## src/rtl/timer_alarm_pkg.sv

```systemverilog
// Shared definitions for the timer alarm stage: state encoding and its width.
package timer_alarm_pkg;

    localparam int STATE_W = 2;

    typedef enum logic [STATE_W-1:0] {
        ST_IDLE = 2'd0,
        ST_RUN  = 2'd1,
        ST_DONE = 2'd2
    } state_t;

endpackage

```

## src/rtl/timer_alarm_unit_if.sv

```systemverilog
// Control/status bundle between a timer-alarm controller (master) and the unit (slave).
interface timer_alarm_unit_if #(
    parameter int CNT_W = 8
);
    // start/stop/irq_ack are single-cycle requests with no ready: the unit
    // accepts them on the edge they are seen (stop beats start, start needs
    // compare_val != 0). alarm is a one-cycle pulse; irq holds until acked.
    logic             tick_in;
    logic             start;
    logic             stop;
    logic             mode_periodic;
    logic [CNT_W-1:0] compare_val;
    logic             irq_ack;
    logic [CNT_W-1:0] count;
    logic             busy;
    logic             alarm;
    logic             irq;
    logic             done;

    modport master (
        output tick_in, start, stop, mode_periodic, compare_val, irq_ack,
        input  count, busy, alarm, irq, done
    );

    modport slave (
        input  tick_in, start, stop, mode_periodic, compare_val, irq_ack,
        output count, busy, alarm, irq, done
    );

endinterface

```

## src/rtl/timer_alarm_unit_rise_edge_detect.sv

```systemverilog
// Rising-edge detector for a same-clock-domain level; a held-high level yields one pulse.
module rise_edge_detect (
    input  logic clk,
    input  logic rst,
    input  logic sig_in,
    output logic rise_out
);

    logic sig_q;

    always_ff @(posedge clk) begin
        if (rst) begin
            sig_q <= 1'b0;
        end else begin
            sig_q <= sig_in;
        end
    end

    assign rise_out = sig_in & ~sig_q;

endmodule

```

## src/rtl/timer_alarm_unit.sv

```systemverilog
// Counts rising edges of the timer output and raises alarm/irq when the
// programmed count is reached; one-shot or auto-reload operation.
module timer_alarm_unit
    import timer_alarm_pkg::*;
#(
    parameter int CNT_W = 8
) (
    input  logic               clk,
    input  logic               rst,
    timer_alarm_unit_if.slave  bus,
    output logic [STATE_W-1:0] dbg_state
);

    state_t           state;
    logic [CNT_W-1:0] count_q;
    logic [CNT_W-1:0] cmp_q;
    logic             mode_q;
    logic             alarm_q;
    logic             irq_q;
    logic             tick_rise;
    logic             start_ok;
    logic             match;

    rise_edge_detect u_tick_edge (
        .clk      (clk),
        .rst      (rst),
        .sig_in   (bus.tick_in),
        .rise_out (tick_rise)
    );

    assign start_ok = bus.start && (bus.compare_val != '0);
    // cmp_q is never zero while in RUN, so cmp_q-1 cannot wrap there.
    assign match    = tick_rise && (count_q == cmp_q - CNT_W'(1));

    always_ff @(posedge clk) begin
        if (rst) begin
            state   <= ST_IDLE;
            count_q <= '0;
            cmp_q   <= '0;
            mode_q  <= 1'b0;
            alarm_q <= 1'b0;
            irq_q   <= 1'b0;
        end else begin
            alarm_q <= 1'b0;
            if (bus.irq_ack) begin
                irq_q <= 1'b0;
            end

            if (bus.stop) begin
                state <= ST_IDLE;
            end else if (start_ok) begin
                cmp_q   <= bus.compare_val;
                mode_q  <= bus.mode_periodic;
                count_q <= '0;
                state   <= ST_RUN;
            end else begin
                case (state)
                    ST_IDLE: ;
                    ST_DONE: ;
                    ST_RUN: begin
                        if (match) begin
                            // Assigned after the ack clear so a same-cycle match keeps irq set.
                            alarm_q <= 1'b1;
                            irq_q   <= 1'b1;
                            if (mode_q) begin
                                count_q <= '0;
                            end else begin
                                count_q <= cmp_q;
                                state   <= ST_DONE;
                            end
                        end else if (tick_rise) begin
                            count_q <= count_q + CNT_W'(1);
                        end
                    end
                    default: state <= ST_IDLE;
                endcase
            end
        end
    end

    assign bus.count = count_q;
    assign bus.alarm = alarm_q;
    assign bus.irq   = irq_q;
    assign bus.busy  = (state == ST_RUN);
    assign bus.done  = (state == ST_DONE);
    assign dbg_state = state;

endmodule

```

## src/flat_wrapper.sv

```systemverilog
// flat-port wrapper written by rule: the top's interface ports become plain ports
module timer_alarm_unit_flat import timer_alarm_pkg::*;
#(
    parameter int CNT_W = 8
)
  (clk, rst, dbg_state, bus_tick_in, bus_start, bus_stop, bus_mode_periodic, bus_compare_val, bus_irq_ack, bus_count, bus_busy, bus_alarm, bus_irq, bus_done);
  timer_alarm_unit_if #(.CNT_W(CNT_W)) bus_i ();
  input  logic clk;
  input  logic rst;
  output logic [STATE_W-1:0] dbg_state;
  input wire logic [$bits(bus_i.tick_in)-1:0] bus_tick_in;
  input wire logic [$bits(bus_i.start)-1:0] bus_start;
  input wire logic [$bits(bus_i.stop)-1:0] bus_stop;
  input wire logic [$bits(bus_i.mode_periodic)-1:0] bus_mode_periodic;
  input wire logic [$bits(bus_i.compare_val)-1:0] bus_compare_val;
  input wire logic [$bits(bus_i.irq_ack)-1:0] bus_irq_ack;
  output wire logic [$bits(bus_i.count)-1:0] bus_count;
  output wire logic [$bits(bus_i.busy)-1:0] bus_busy;
  output wire logic [$bits(bus_i.alarm)-1:0] bus_alarm;
  output wire logic [$bits(bus_i.irq)-1:0] bus_irq;
  output wire logic [$bits(bus_i.done)-1:0] bus_done;
  assign bus_i.tick_in = bus_tick_in;
  assign bus_i.start = bus_start;
  assign bus_i.stop = bus_stop;
  assign bus_i.mode_periodic = bus_mode_periodic;
  assign bus_i.compare_val = bus_compare_val;
  assign bus_i.irq_ack = bus_irq_ack;
  assign bus_count = bus_i.count;
  assign bus_busy = bus_i.busy;
  assign bus_alarm = bus_i.alarm;
  assign bus_irq = bus_i.irq;
  assign bus_done = bus_i.done;
  timer_alarm_unit #(.CNT_W(CNT_W)) u_core (.clk(clk), .rst(rst), .bus(bus_i), .dbg_state(dbg_state));
endmodule
```

## config.mk

```make
export PLATFORM = sky130hd
export DESIGN_NAME = timer_alarm_unit_flat
export DESIGN_NICKNAME = d
export VERILOG_FILES = /design/src/rtl/timer_alarm_pkg.sv /design/src/rtl/timer_alarm_unit_if.sv /design/src/rtl/timer_alarm_unit_rise_edge_detect.sv /design/src/rtl/timer_alarm_unit.sv /design/src/flat_wrapper.sv
export SDC_FILE = /design/constraint.sdc
export NUM_CORES = 1
export LEC_CHECK = 0
export CAP_MARGIN = 0
export CORE_AREA = 4 4 60 62
export CTS_CLUSTER_SIZE = 8
export DETAILED_ROUTE_END_ITERATION = 12
export DIE_AREA = 0 0 64 66
export GPL_ROUTABILITY_DRIVEN = 0
export PLACE_DENSITY = 0.77
export SYNTH_ARGS = -nofsm -noshare
export SYNTH_HDL_FRONTEND = slang
export SYNTH_SLANG_ARGS = --single-unit
```

## constraint.sdc

```tcl
create_clock -name clk -period 3.7 [get_ports clk]
set_input_delay 0.74 -clock clk [delete_from_list [all_inputs] [get_ports clk]]
set_output_delay 0.74 -clock clk [all_outputs]
set_load 0.01 [all_outputs]
```

==> flow_results.org, run 1 <==
** Layout
- Final layout net count :: 229
- Compared with the post-synthesis result, the final layout area differs by 23.8%.
- Commonest cells after routing, fill and taps aside :: 28 x sky130_fd_sc_hd__clkdlybuf4s50_1, 22 x sky130_fd_sc_hd__dfxtp_1, 19 x sky130_fd_sc_hd__nor2_1
- In the final layout, the share of cells above drive strength 1 is 0.0521.
- Counting the fill cells in the layout gives 268.
- The repair_antennas step left the layout with diodes totalling 0.
- Post-route insts no fill :: 255
- Most frequent standard cell in the layout excluding fill and tap cells :: sky130_fd_sc_hd__clkdlybuf4s50_1

** Critical path
- In this run the worst path has a maximum fanout of 10.
- Start of the worst register-to-register path :: u_core.cmp_q[0]$_SDFFE_PP0P_
- STA classifies the critical path endpoint as a flip-flop.
- The critical path is of the reg2reg type.
- Data arrives at the worst endpoint at 3.22 ns.
- Setup crit start kind :: flip-flop
- Worst setup path startpoint :: u_core.cmp_q[0]$_SDFFE_PP0P_
- At the worst endpoint, the required time is just under 4 ns.

** Synth
- In the synthesized netlist the async set-or-reset flop fraction comes to 0.
- Total of flip-flops plus latches after synthesis :: 22
- Of the post-synthesis cell area, the dominant cell type holds 0.293.
- Main area contributors after synthesis :: sky130_fd_sc_hd__dfxtp_1 29%, sky130_fd_sc_hd__mux2i_1 6.0%, sky130_fd_sc_hd__nor2_1 4.7%
- Post-synthesis cell count :: 187
- Counting every net in the synthesized netlist gives 204.
- Counting distinct cell types in the post-synthesis netlist gives 45.
- The most used flip-flop cell after synthesis is sky130_fd_sc_hd__dfxtp_1.
- A synthesized cell averages between 8 and 9 um2.
- Yosys printed 0 warnings.
- Synthesized cell area :: 0.00150 mm2
- Number of enable flip-flop cells after synthesis :: 0
- Of all cell types, the one taking the most synthesized area is sky130_fd_sc_hd__dfxtp_1.
- Sequential cell area fraction in the yosys report :: 0.293

** Clocking
- Clock-pin slew was measured on the worst setup and hold paths at 0.13 ns.
- At the later pin of the worst-skew pair, clock insertion delay measures around 0.32 ns.
- Clock tree synthesis found a total of 22 sinks.
- Number of clock buffers inserted by TritonCTS :: 3
- Gates resized during post-CTS repair numbered 0.
- After clock tree synthesis, the setup repair step added 0 buffers.
- Number of buffers on the longest clock path :: 2
- In this run the number of H-tree levels came out at 1.
- Clock tree from TritonCTS :: yes
- Number of buffers inserted for hold repair after clock tree synthesis :: 0
- Clock tree synthesis selected as its root buffer the cell sky130_fd_sc_hd__clkbuf_4.

** Global route
- Via count of the first global-routing pass :: 1522
- Global router's overall resource usage :: 0.197
- The first global-routing pass estimated 6.71 mm of wire.
- The number of antenna violations at the first check in global routing is 0.
- Overall overflow remaining after global route :: 0
- Maximum number of pins on one net before global-route repair :: 22

** Routing
- Final ANT Viol Nets :: 0
- Via-to-Cell Ratio :: 6.09
- Total via count in the routed design :: 1554
- DRC violations left :: 0
- After detailed routing, the total wire length is slightly below 4 mm.
- Average routed wire per standard cell :: 15.6 um
- DRT iter0 DRCs :: 80
- Pre-antenna DRT Iters :: 4

** STA
- The count of final hold-check violations was 0.
- Unrepaired setup endpoints after global routing :: no
- At the pin with the least slew margin, the transition time is 0.811 ns.
- Post-route clock period utilization :: 0.809
- The count of pins over their slew limit is 0.
- Achievable frequency :: 334 MHz
- Setup TNS :: 0 ns
- Hold is met by 0.569 ns.
- Number of failing setup endpoints in the final timing report :: 0
- On the final layout, the worst clock skew is between 0.002 and 0.003 ns.
- Measured against its own limit, the worst slew margin works out to 0.458.
- Counting I/O delays and the setup requirement, the final critical path takes roughly 3.0 ns.

** Power
- Cell leakage power :: 0.656 nW
- VDD sags by at most approximately 0.00016 V.
- Dividing total power by cell area gives a power density of 290 mW/mm2.

** Floorplan
- Die Footprint :: 0.00422 mm2
- The initial utilization of the core area, before any placement, comes to 0.496.
- From bottom edge to top edge, the die measures between 60 and 70 um.
- The floorplan has 20 rows.
- The total area inside the core boundary comes to 0.00303 mm2.
- From left edge to right edge, the die measures 64 um.
- 29 I/O pins were placed.

** Placement
- The number of placed instances, taps included, is 251.
- Detailed placement ended at an HPWL of 2.87 mm.
- Count of input and output buffers :: 28

** Status
- The flow ran to the end, and the final reports show no timing, DRC or antenna violations.

** Flow run
- Max-cap violations in this run came to 0.

** Hold path
- The path class of the tightest hold or removal check is reg2reg.
- Startpoint of the most critical hold path :: u_core.cmp_q[7]$_SDFFE_PP0P_
[cell type report]
class	instances	area, um2	share of cell area
clock inverters	1	30.0	0.0161
inverters	5	18.8	0.0101
repair buffers	28	280	0.151
clock buffers	3	22.5	0.0121
flip-flops and latches	22	440	0.237
well taps	44	55.1	0.0296
multi-input cells	152	1010	0.545
[synth_stat cells, drive strengths merged (6+ instances only)]
master,count
a21oi,11
a31oi,7
and3,6
clkbuf,8
dfxtp,22
mux2i,9
nand2,9
nand2b,10
nor2,19
nor2b,6
o21ai,13
xnor2,6
[logic make-up after synthesis]
kind of cell             Yosys count  synth area share
multiplexers                       9            0.0600
AND/OR/NAND/NOR                   76             0.285
flip-flops                        22             0.293
XOR/XNOR                           9            0.0525
buffers and inverters             13            0.0325
adder cells (fa/ha/maj)            2            0.0167
AO/OA/AOI/OAI                     56             0.261
[flip-flops by register name (all words and copies together), names as in the netlist]
register	count
u_core.bus.irq	1
u_core.mode_q	1
u_core.bus.count	8
u_core.cmp_q	8
u_core.dbg_state	2
u_core.u_tick_edge.sig_q	1
u_core.bus.alarm	1
[per-layer routing]
layer | vias up | GRT usage | routed length, um | part of all wire
li1 | 735 | - | - | -
met1 | 744 | 0.237 | 1740 | 0.44
met2 | 64 | 0.337 | 1900 | 0.48
met3 | 11 | 0.0425 | 259 | 0.065
met4 | 0 | 0.0863 | 77 | 0.019
met5 | - | 0 | 0 | 0
[power breakdown]
part           internal (W)  switching (W)  leakage (nW)  total (W)
Sequential         0.000243      0.0000102         0.179   0.000253
Clock              0.000110      0.0000818        0.0279   0.000191
Combinational     0.0000436      0.0000508         0.450  0.0000944
[critical path, cell delays in order (launching register included)]
cell	delay, ns
sky130_fd_sc_hd__dfxtp_1	0.40
sky130_fd_sc_hd__inv_1	0.10
sky130_fd_sc_hd__ha_1	0.22
sky130_fd_sc_hd__or3b_4	0.42
sky130_fd_sc_hd__or4_4	0.44
sky130_fd_sc_hd__a211oi_4	0.44
sky130_fd_sc_hd__nand2_1	0.32
sky130_fd_sc_hd__a211o_1	0.34
sky130_fd_sc_hd__a311oi_1	0.23
[per-stage QoR]
stage / instance area (um2) / total power, W / util / worst slack, ns
2_1_floorplan: 1500 / 0.000317 / - / 1.12
3_3_place_gp: 1810 / 0.000347 / 0.597 / 0.512
3_5_place_dp: 1810 / 0.000350 / 0.597 / 0.432
4_1_cts: 1860 / 0.000538 / 0.614 / 0.741
5_1_grt: 1860 / 0.000568 / 0.614 / 0.518
6_report: 1860 / 0.000539 / 0.614 / 0.708
[path summary, 6_finish.rpt]
kind / slack (ns) / endpoint / cells after the start
setup / recovery: 0.71 / u_core.bus.count[5]$_SDFFE_PP0P_ / 8
hold / removal: 0.57 / u_core.cmp_q[7]$_SDFFE_PP0P_ / 2
hold reg to reg: 0.57 / u_core.cmp_q[7]$_SDFFE_PP0P_ / 2
setup reg to reg: 0.71 / u_core.bus.count[5]$_SDFFE_PP0P_ / 8
(Power assumes the default switching activity.)
==> run 2, diff against run 1 <==
- CORE_AREA: 4 4 60 62 -> 4 4 63 65
- DIE_AREA: 0 0 64 66 -> 0 0 67 69
- PLACE_DENSITY: 0.77 -> 0.73
- clock period: 3.7 -> 2.6 ns (I/O delays scaled with it)
==> run 2 against run 1 <==
Effect of this change: clock skew rose by 0.0066 ns; non-clock buffer count rose by 24; critical endpoint is now u_core.bus.count[6]$_SDFFE_PP0P_; die area increased by 9.4%; setup slack lost 0.58 ns; critical path type unchanged; sequential power increased by 41%; largest cell class unchanged; first-iteration DRC count fell by 24%; critical path depth stayed put; count of clock-buffer cells in the layout unchanged; power up 47%; final cell count up 10%; core utilization barely moved; clock power increased by 43%.
==> flow_results.org, run 2 (synthesis gave the netlist of run 1 again) <==
** Power
- Power spent charging and discharging nets :: between 0.0002 and 0.00025 W
- Logic gate share of total power :: 0.205
- The share of total power dissipated in the clock network is 0.345.
- Fraction of power spent switching nets :: 0.261
- Worst vdd ir :: between 0.0002 and 0.00025 V
- Cell Pwr Density :: 386 mW/mm2
- The analysis attributes to cell leakage a power of 0.772 nW.
- Relative contribution of sequential cells to total power :: 0.451
- Internal power :: 0.000585 W

** Placement
- Including well taps, the total number of placed cells is 277.
- OpenSTA, run right after detailed placement, puts the worst setup slack at -0.113 ns.
- The count of buffers added on input and output ports is 28.
- Total cell area at the placement stage :: 0.00199 mm2
- DP Wirelength :: just under 3 mm

** Floorplan
- Cell Rows :: 21
- CORE AREA :: 0.00334 mm2
- The initial utilization of the core area, before any placement, comes to 0.450.
- During I/O placement, the number of pins put on the boundary was 29.
- The die is 67 um wide.
- From bottom edge to top edge, the die measures 69 um.
- The die covers 0.00462 mm2.

** Routing
- Via-to-Cell Ratio :: 5.49
- Once detail routing completed, the nets flagged for antenna violations numbered 0.
- Dividing the detail-routed wire length by the instance count gives approximately 13 um.
- Drt total wl :: 3.77 mm
- DRT iter0 DRCs :: roughly 60
- Pre-antenna DRT Iters :: 4
- Total via count in the routed design :: 1542
- In the routed design, unresolved DRC markers number 0.

** Hold path
- In this run the worst hold path is classified as reg2reg.
- Hold Path Stages :: 2

** Layout
- Commonest cells after routing, fill and taps aside :: 28 x sky130_fd_sc_hd__clkdlybuf4s50_1, 24 x sky130_fd_sc_hd__buf_4, 20 x sky130_fd_sc_hd__dfxtp_1
- Once layout is done, the placed cells without fillers occupy 0.00205 mm2.
- Fillcell total :: ~320
- The repair_antennas step left the layout with diodes totalling 0.
- Synth-to-layout area growth :: 36.5%
- Post-route insts no fill :: ~280
- Leaving out fill and tap cells, the most frequent cell in the layout is sky130_fd_sc_hd__clkdlybuf4s50_1.
- Final layout net count :: about 250
- Of the cells placed in the final design, the portion with a size suffix greater than 1 is 0.174.

** Critical path
- The worst setup path is captured at a flip-flop.
- By startpoint and endpoint, the worst setup path is classified as reg2reg.
- Worst setup path startpoint :: u_core.cmp_q[1]$_SDFFE_PP0P_
- For the worst flop-to-flop path, the logic depth is 8.
- In this run the worst path has a maximum fanout of 4.
- Capturing instance or port of the critical path :: u_core.bus.count[6]$_SDFFE_PP0P_
- CP required :: 2.86 ns
- Arrival @ worst endpoint :: 2.73 ns
- Minimum setup slack among reg-to-reg paths :: 0.13 ns
- STA classifies the critical path startpoint as a flip-flop.
- R2R Path End :: u_core.bus.count[6]$_SDFFE_PP0P_
- In this run the critical register-to-register path is launched from u_core.cmp_q[1]$_SDFFE_PP0P_.

** Clocking
- CTS root buf :: sky130_fd_sc_hd__clkbuf_4
- The clock passes through at most 2 buffers.
- After clock tree synthesis, the clock-pin slew on the worst setup and hold paths is 0.14 ns.
- TritonCTS built the clock tree.
- In this run the number of H-tree levels came out at 1.
- Once the clock tree was built, the setup fixing pass inserted 0 buffers.
- For the worst-skew pair, the clock arrives at the later sink with an insertion delay of about 0.32 ns.
- # clock sinks :: 22
- Number of clock buffers inserted by TritonCTS :: 3

** Global route
- For this run the aggregate overflow at the end of global routing stands at 0.
- In the global route stage, overall resource usage came out at 0.176.
- Met1 GRT Util :: 0.228
- First-pass GRT wire length :: ~6.5 mm
- Initial antenna violation count :: 0
- Entering global routing, the biggest net connects 20 pins.
- In this run the most used layer during global routing was met2.
- For met3 alone, demand over resource in global routing was 0.0260.
- For this run, global-route usage on met2 was measured as 0.291.
- Via count of the first global-routing pass :: 1458

** Status
- Run status :: finished clean

** STA
- The count of final hold-check violations was 0.
- Transition time of the tightest slew-check pin :: 0.501 ns
- In the finished design, the share of the clock period the worst path needs comes to 0.950.
- The worst path in the final design needs a cycle of 2.47 ns, including I/O delays and setup.
- Static timing analysis puts the maximum clock frequency at slightly above 400 MHz.
- Post-route setup slack :: between 0.1 and 0.15 ns
- Clock Skews :: 0.00935 ns
- Setup repair after global routing left no endpoint under its margin.
- Number of failing setup endpoints in the final timing report :: 0
- Fin. max-slew vios :: 0
- Slew Limit Headroom :: 0.666

** Flow run
- Max-cap violations in this run came to 0.
## run 2: cell types whose count changed in the layout (fill, tap and decap cells not counted), sizes merged
cell / before / now
buf: 0 / 24
## run 2: final cells by class
| cell class | count | area (um2) | area share |
|---|---|---|---|
| clock buffers | 3 | 22.5 | 0.0110 |
| clock inverters | 1 | 30.0 | 0.0146 |
| inverters | 5 | 18.8 | 0.00915 |
| multi-input cells | 152 | 1020 | 0.497 |
| flip-flops and latches | 22 | 443 | 0.216 |
| well taps | 46 | 57.6 | 0.0281 |
| repair buffers | 52 | 460 | 0.225 |
## run 2: what timing repair did
item,4_1_cts,5_1_grt
resized for setup,0,6
hold endpoints to repair,0,0
hold buffers,0,0
setup endpoints to repair,0,7
## run 2: how the worst min path moves through the flow
stage / endpoint / startpoint / slack [ns]
2_1_floorplan: u_core.cmp_q[7]$_SDFFE_PP0P_ / u_core.cmp_q[7]$_SDFFE_PP0P_ / 0.50
3_3_place_gp: u_core.cmp_q[7]$_SDFFE_PP0P_ / u_core.cmp_q[7]$_SDFFE_PP0P_ / 0.55
3_5_place_dp: u_core.bus.count[7]$_SDFFE_PP0P_ / u_core.bus.count[7]$_SDFFE_PP0P_ / 0.55
4_1_cts: u_core.bus.count[7]$_SDFFE_PP0P_ / u_core.bus.count[7]$_SDFFE_PP0P_ / 0.58
5_1_grt: u_core.bus.count[1]$_SDFFE_PP0P_ / u_core.bus.count[1]$_SDFFE_PP0P_ / 0.62
6_report: u_core.cmp_q[7]$_SDFFE_PP0P_ / u_core.cmp_q[7]$_SDFFE_PP0P_ / 0.58
## run 2: power groups by stage
| stage | combinational, W | clock (W) | sequential (W) |
|---|---|---|---|
| after floorplan | 0.0000902 | 0 | 0.000361 |
| after CTS | 0.000161 | 0.000277 | 0.000356 |
| final | 0.000162 | 0.000273 | 0.000356 |
| after global routing | 0.000177 | 0.000297 | 0.000358 |
| after detailed placement | 0.000159 | 0 | 0.000363 |
| after global placement | 0.000157 | 0 | 0.000363 |
## run 2: metrics by stage
stage / total power, W / util / hold WS [ns] / TNS (ns)
2_1_floorplan: 0.000451 / - / 0.497 / 0
3_3_place_gp: 0.000520 / 0.597 / 0.550 / -0.303
3_5_place_dp: 0.000523 / 0.597 / 0.554 / -0.493
4_1_cts: 0.000794 / 0.612 / 0.578 / 0
5_1_grt: 0.000833 / 0.615 / 0.620 / 0
6_report: 0.000791 / 0.615 / 0.576 / 0
## run 2: routing by layer
metal / wire length, um / vias to the layer above / share of wire
met2: 1850 / 34 / 0.49
met1: 1710 / 717 / 0.45
li1: - / 786 / -
met5: 0 / - / 0
met3: 165 / 5 / 0.044
met4: 52 / 0 / 0.014
## run 2: critical path, stage by stage, from the launching register on
cell and delay [ns]:
sky130_fd_sc_hd__dfxtp_2 0.35, sky130_fd_sc_hd__inv_2 0.05, sky130_fd_sc_hd__ha_2 0.18, sky130_fd_sc_hd__or3b_4 0.39
sky130_fd_sc_hd__or4_4 0.43, sky130_fd_sc_hd__a211oi_4 0.32, sky130_fd_sc_hd__o211ai_4 0.14, sky130_fd_sc_hd__or3b_1 0.38
sky130_fd_sc_hd__a31oi_1 0.17
==> run 3, diff against run 2 <==
- CORE_AREA: 4 4 63 65 -> 4 4 72 74
- DIE_AREA: 0 0 67 69 -> 0 0 76 78
- PLACE_DENSITY: 0.73 -> 0.58
==> run 3 against run 2 <==
Effect of this change: worst hold slack lost 0.016 ns; sequential power hardly changed; power increased by 7.3%; critical path depth stayed put; fmax decreased by 0.55%; sequential cell count stayed put; critical path type unchanged; highest routed layer unchanged.
==> flow_results.org, run 3 (synthesis gave the netlist of run 1 again) <==
** Status
- Run status :: finished clean

** Floorplan
- From left edge to right edge, the die measures approximately 76 um.
- Measured along the y axis, the die boundary spans a little under 80 um.
- Die Footprint :: 0.00593 mm2
- For this configuration, the core starts out at a cell density of 0.327.
- 29 I/O pins were placed.
- Cell Rows :: 25
- CORE AREA :: 0.00460 mm2

** Hold path
- Hold Path Stages :: 2
- Hold Path End :: u_core.bus.count[1]$_SDFFE_PP0P_
- The startpoint identified for the worst hold timing path is u_core.bus.count[1]$_SDFFE_PP0P_.
- Hold WC Path Type :: reg2reg

** Routing
- Via-to-Cell Ratio :: about 5.4
- The count of nets left with antenna violations once routing finished came out at 0.
- DRC violations left :: 0
- The final route contains ~1500 vias.
- The first routing iteration left 72 violations.
- Average routed wire per standard cell :: 14.3 um
- The first TritonRoute pass finished after 4 iterations.
- Drt total wl :: 4.06 mm

** Critical path
- The worst register-to-register path ends at u_core.bus.count[0]$_SDFFE_PP0P_.
- Setup crit end kind :: flip-flop
- Start of the worst register-to-register path :: u_core.cmp_q[1]$_SDFFE_PP0P_
- The setup check on the worst reg-to-reg path leaves a slack of about 0.12 ns.
- At the worst endpoint, the required time is 2.81 ns.
- For the worst flop-to-flop path, the logic depth is 8.
- Arrival @ worst endpoint :: 2.69 ns
- In this run the worst path has a maximum fanout of 4.
- Setup crit start kind :: flip-flop
- Kind of critical path :: reg2reg

** Clocking
- Number of buffers inserted for hold repair after clock tree synthesis :: 0
- Number of buffers on the longest clock path :: 2
- The tree is rooted in a sky130_fd_sc_hd__clkbuf_8.
- For the worst-skew pair, the clock arrives at the later sink with an insertion delay of 0.27 ns.
- TritonCTS built the clock tree.
- Number of clock buffers inserted by TritonCTS :: 3
- Clock-pin slew was measured on the worst setup and hold paths at ~0.090 ns.
- The clock drives 22 sinks.
- CTS built an H-tree with a depth of 1.

** STA
- Clock Skews :: 0.00312 ns
- Transition time of the tightest slew-check pin :: 0.469 ns
- The count of pins over their slew limit came to 0.
- The count of final hold-check violations came to 0.
- Unrepaired setup endpoints after global routing :: no
- Setup TNS :: 0 ns
- Post-route clock period utilization :: 0.955
- Fin crit period :: 2.48 ns
- Setup violations remaining at the end of the flow were counted as 0.
- Based on the critical path, the design can be clocked at up to 403 MHz.
- Slew Limit Headroom :: 0.687
- Worst-case hold slack :: 0.560 ns

** Layout
- Of the cells placed in the final design, the portion with a size suffix greater than 1 is 0.156.
- The library cell used most frequently in the layout, excluding fill and tap cells, is sky130_fd_sc_hd__clkdlybuf4s50_1.
- After the last flow step, the layout net total stands at 249.
- Synth-to-layout area growth :: 36.5%
- Final Core Density :: 0.446
- In the final layout, flip-flops and latches occupy 440 um2.
- Fillcell total :: 485
- The repair_antennas step left the layout with diodes totalling 0.
- Commonest cells after routing, fill and taps aside :: 28 x sky130_fd_sc_hd__clkdlybuf4s50_1, 22 x sky130_fd_sc_hd__dfxtp_1, 20 x sky130_fd_sc_hd__buf_4
- The multi-input combinational cells in the finished layout cover a total of just over 0.001 mm2.

** Power
- Cell leakage power :: 0.762 nW
- Cell Pwr Density :: 414 mW/mm2
- VDD sags by at most 0.000237 V.

** Placement
- Count of input and output buffers :: 28
- DP Wirelength :: 3.09 mm

** Global route
- For this run, the total global-route usage over all layers was measured as 0.139.
- The number of antenna violations at the first check in global routing is 0.
- Maximum number of pins on one net before global-route repair :: 20
- After global routing the overflow that remains totals 0.
- Via count of the first global-routing pass :: 1381
- The first global-routing pass estimated 6.84 mm of wire.

** Flow run
- The tool flagged a number of max-cap violations equal to 0.
[run 3: worst max path at each step]
stage                                       from  cells after the start                          endpoint
floorplan           u_core.cmp_q[0]$_SDFFE_PP0P_                      8  u_core.bus.count[0]$_SDFFE_PP0P_
global placement              bus_compare_val[3]                      8  u_core.bus.count[7]$_SDFFE_PP0P_
detailed placement            bus_compare_val[3]                      8  u_core.bus.count[4]$_SDFFE_PP0P_
CTS                 u_core.cmp_q[1]$_SDFFE_PP0P_                      8  u_core.bus.count[7]$_SDFFE_PP0P_
global route        u_core.cmp_q[1]$_SDFFE_PP0P_                      8  u_core.bus.count[7]$_SDFFE_PP0P_
finish              u_core.cmp_q[1]$_SDFFE_PP0P_                      8  u_core.bus.count[0]$_SDFFE_PP0P_
[run 3: power by group]
part	internal, W	switching [W]	total, W
logic	0.0000803	0.0000788	0.000159
registers	0.000345	0.0000104	0.000356
clock network	0.000206	0.000128	0.000334
[run 3: critical path, stage by stage, from the launching register on]
cell and delay [ns]:
sky130_fd_sc_hd__dfxtp_1 0.33, sky130_fd_sc_hd__inv_2 0.06, sky130_fd_sc_hd__ha_2 0.18, sky130_fd_sc_hd__or3b_4 0.39
sky130_fd_sc_hd__or4_4 0.43, sky130_fd_sc_hd__a211oi_4 0.32, sky130_fd_sc_hd__o211ai_4 0.15, sky130_fd_sc_hd__or4_4 0.43
sky130_fd_sc_hd__a31oi_1 0.13
[run 3: area by class of cell]
class                           instances  area share
Clock buffer                            3      0.0201
Clock inverter                          1      0.0146
Inverter                                5     0.00915
Multi-Input combinational cell        152       0.498
Sequential cell                        22       0.215
Tap cell                               54      0.0329
Timing Repair Buffer                   48       0.210
[run 3: layer usage]
| metal | part of all wire | global-route usage | wire length (um) |
|---|---|---|---|
| met3 | 0.040 | 0.0186 | 164 |
| met2 | 0.46 | 0.219 | 1870 |
| met1 | 0.49 | 0.193 | 1990 |
| met4 | 0.0096 | 0.0445 | 39 |
| met5 | 0 | 0 | 0 |
[run 3: what timing repair did]
item	4_1_cts	5_1_grt
gates resized for setup	0	6
endpoints found under the setup margin	0	8
buffers inserted	0	1
hold endpoints to repair	0	0
[run 3: per-stage QoR]
step | cells | worst slack [ns] | total power [W] | instance area, um2
6_report | 285 | 0.117 | 0.000849 | 2050
5_1_grt | 285 | 0.00651 | 0.000884 | 2050
4_1_cts | 284 | 0.0414 | 0.000852 | 2030
3_5_place_dp | 280 | -0.0690 | 0.000521 | 1960
3_3_place_gp | 280 | -0.0811 | 0.000520 | 1960
2_1_floorplan | 187 | 0.0246 | 0.000451 | 1500
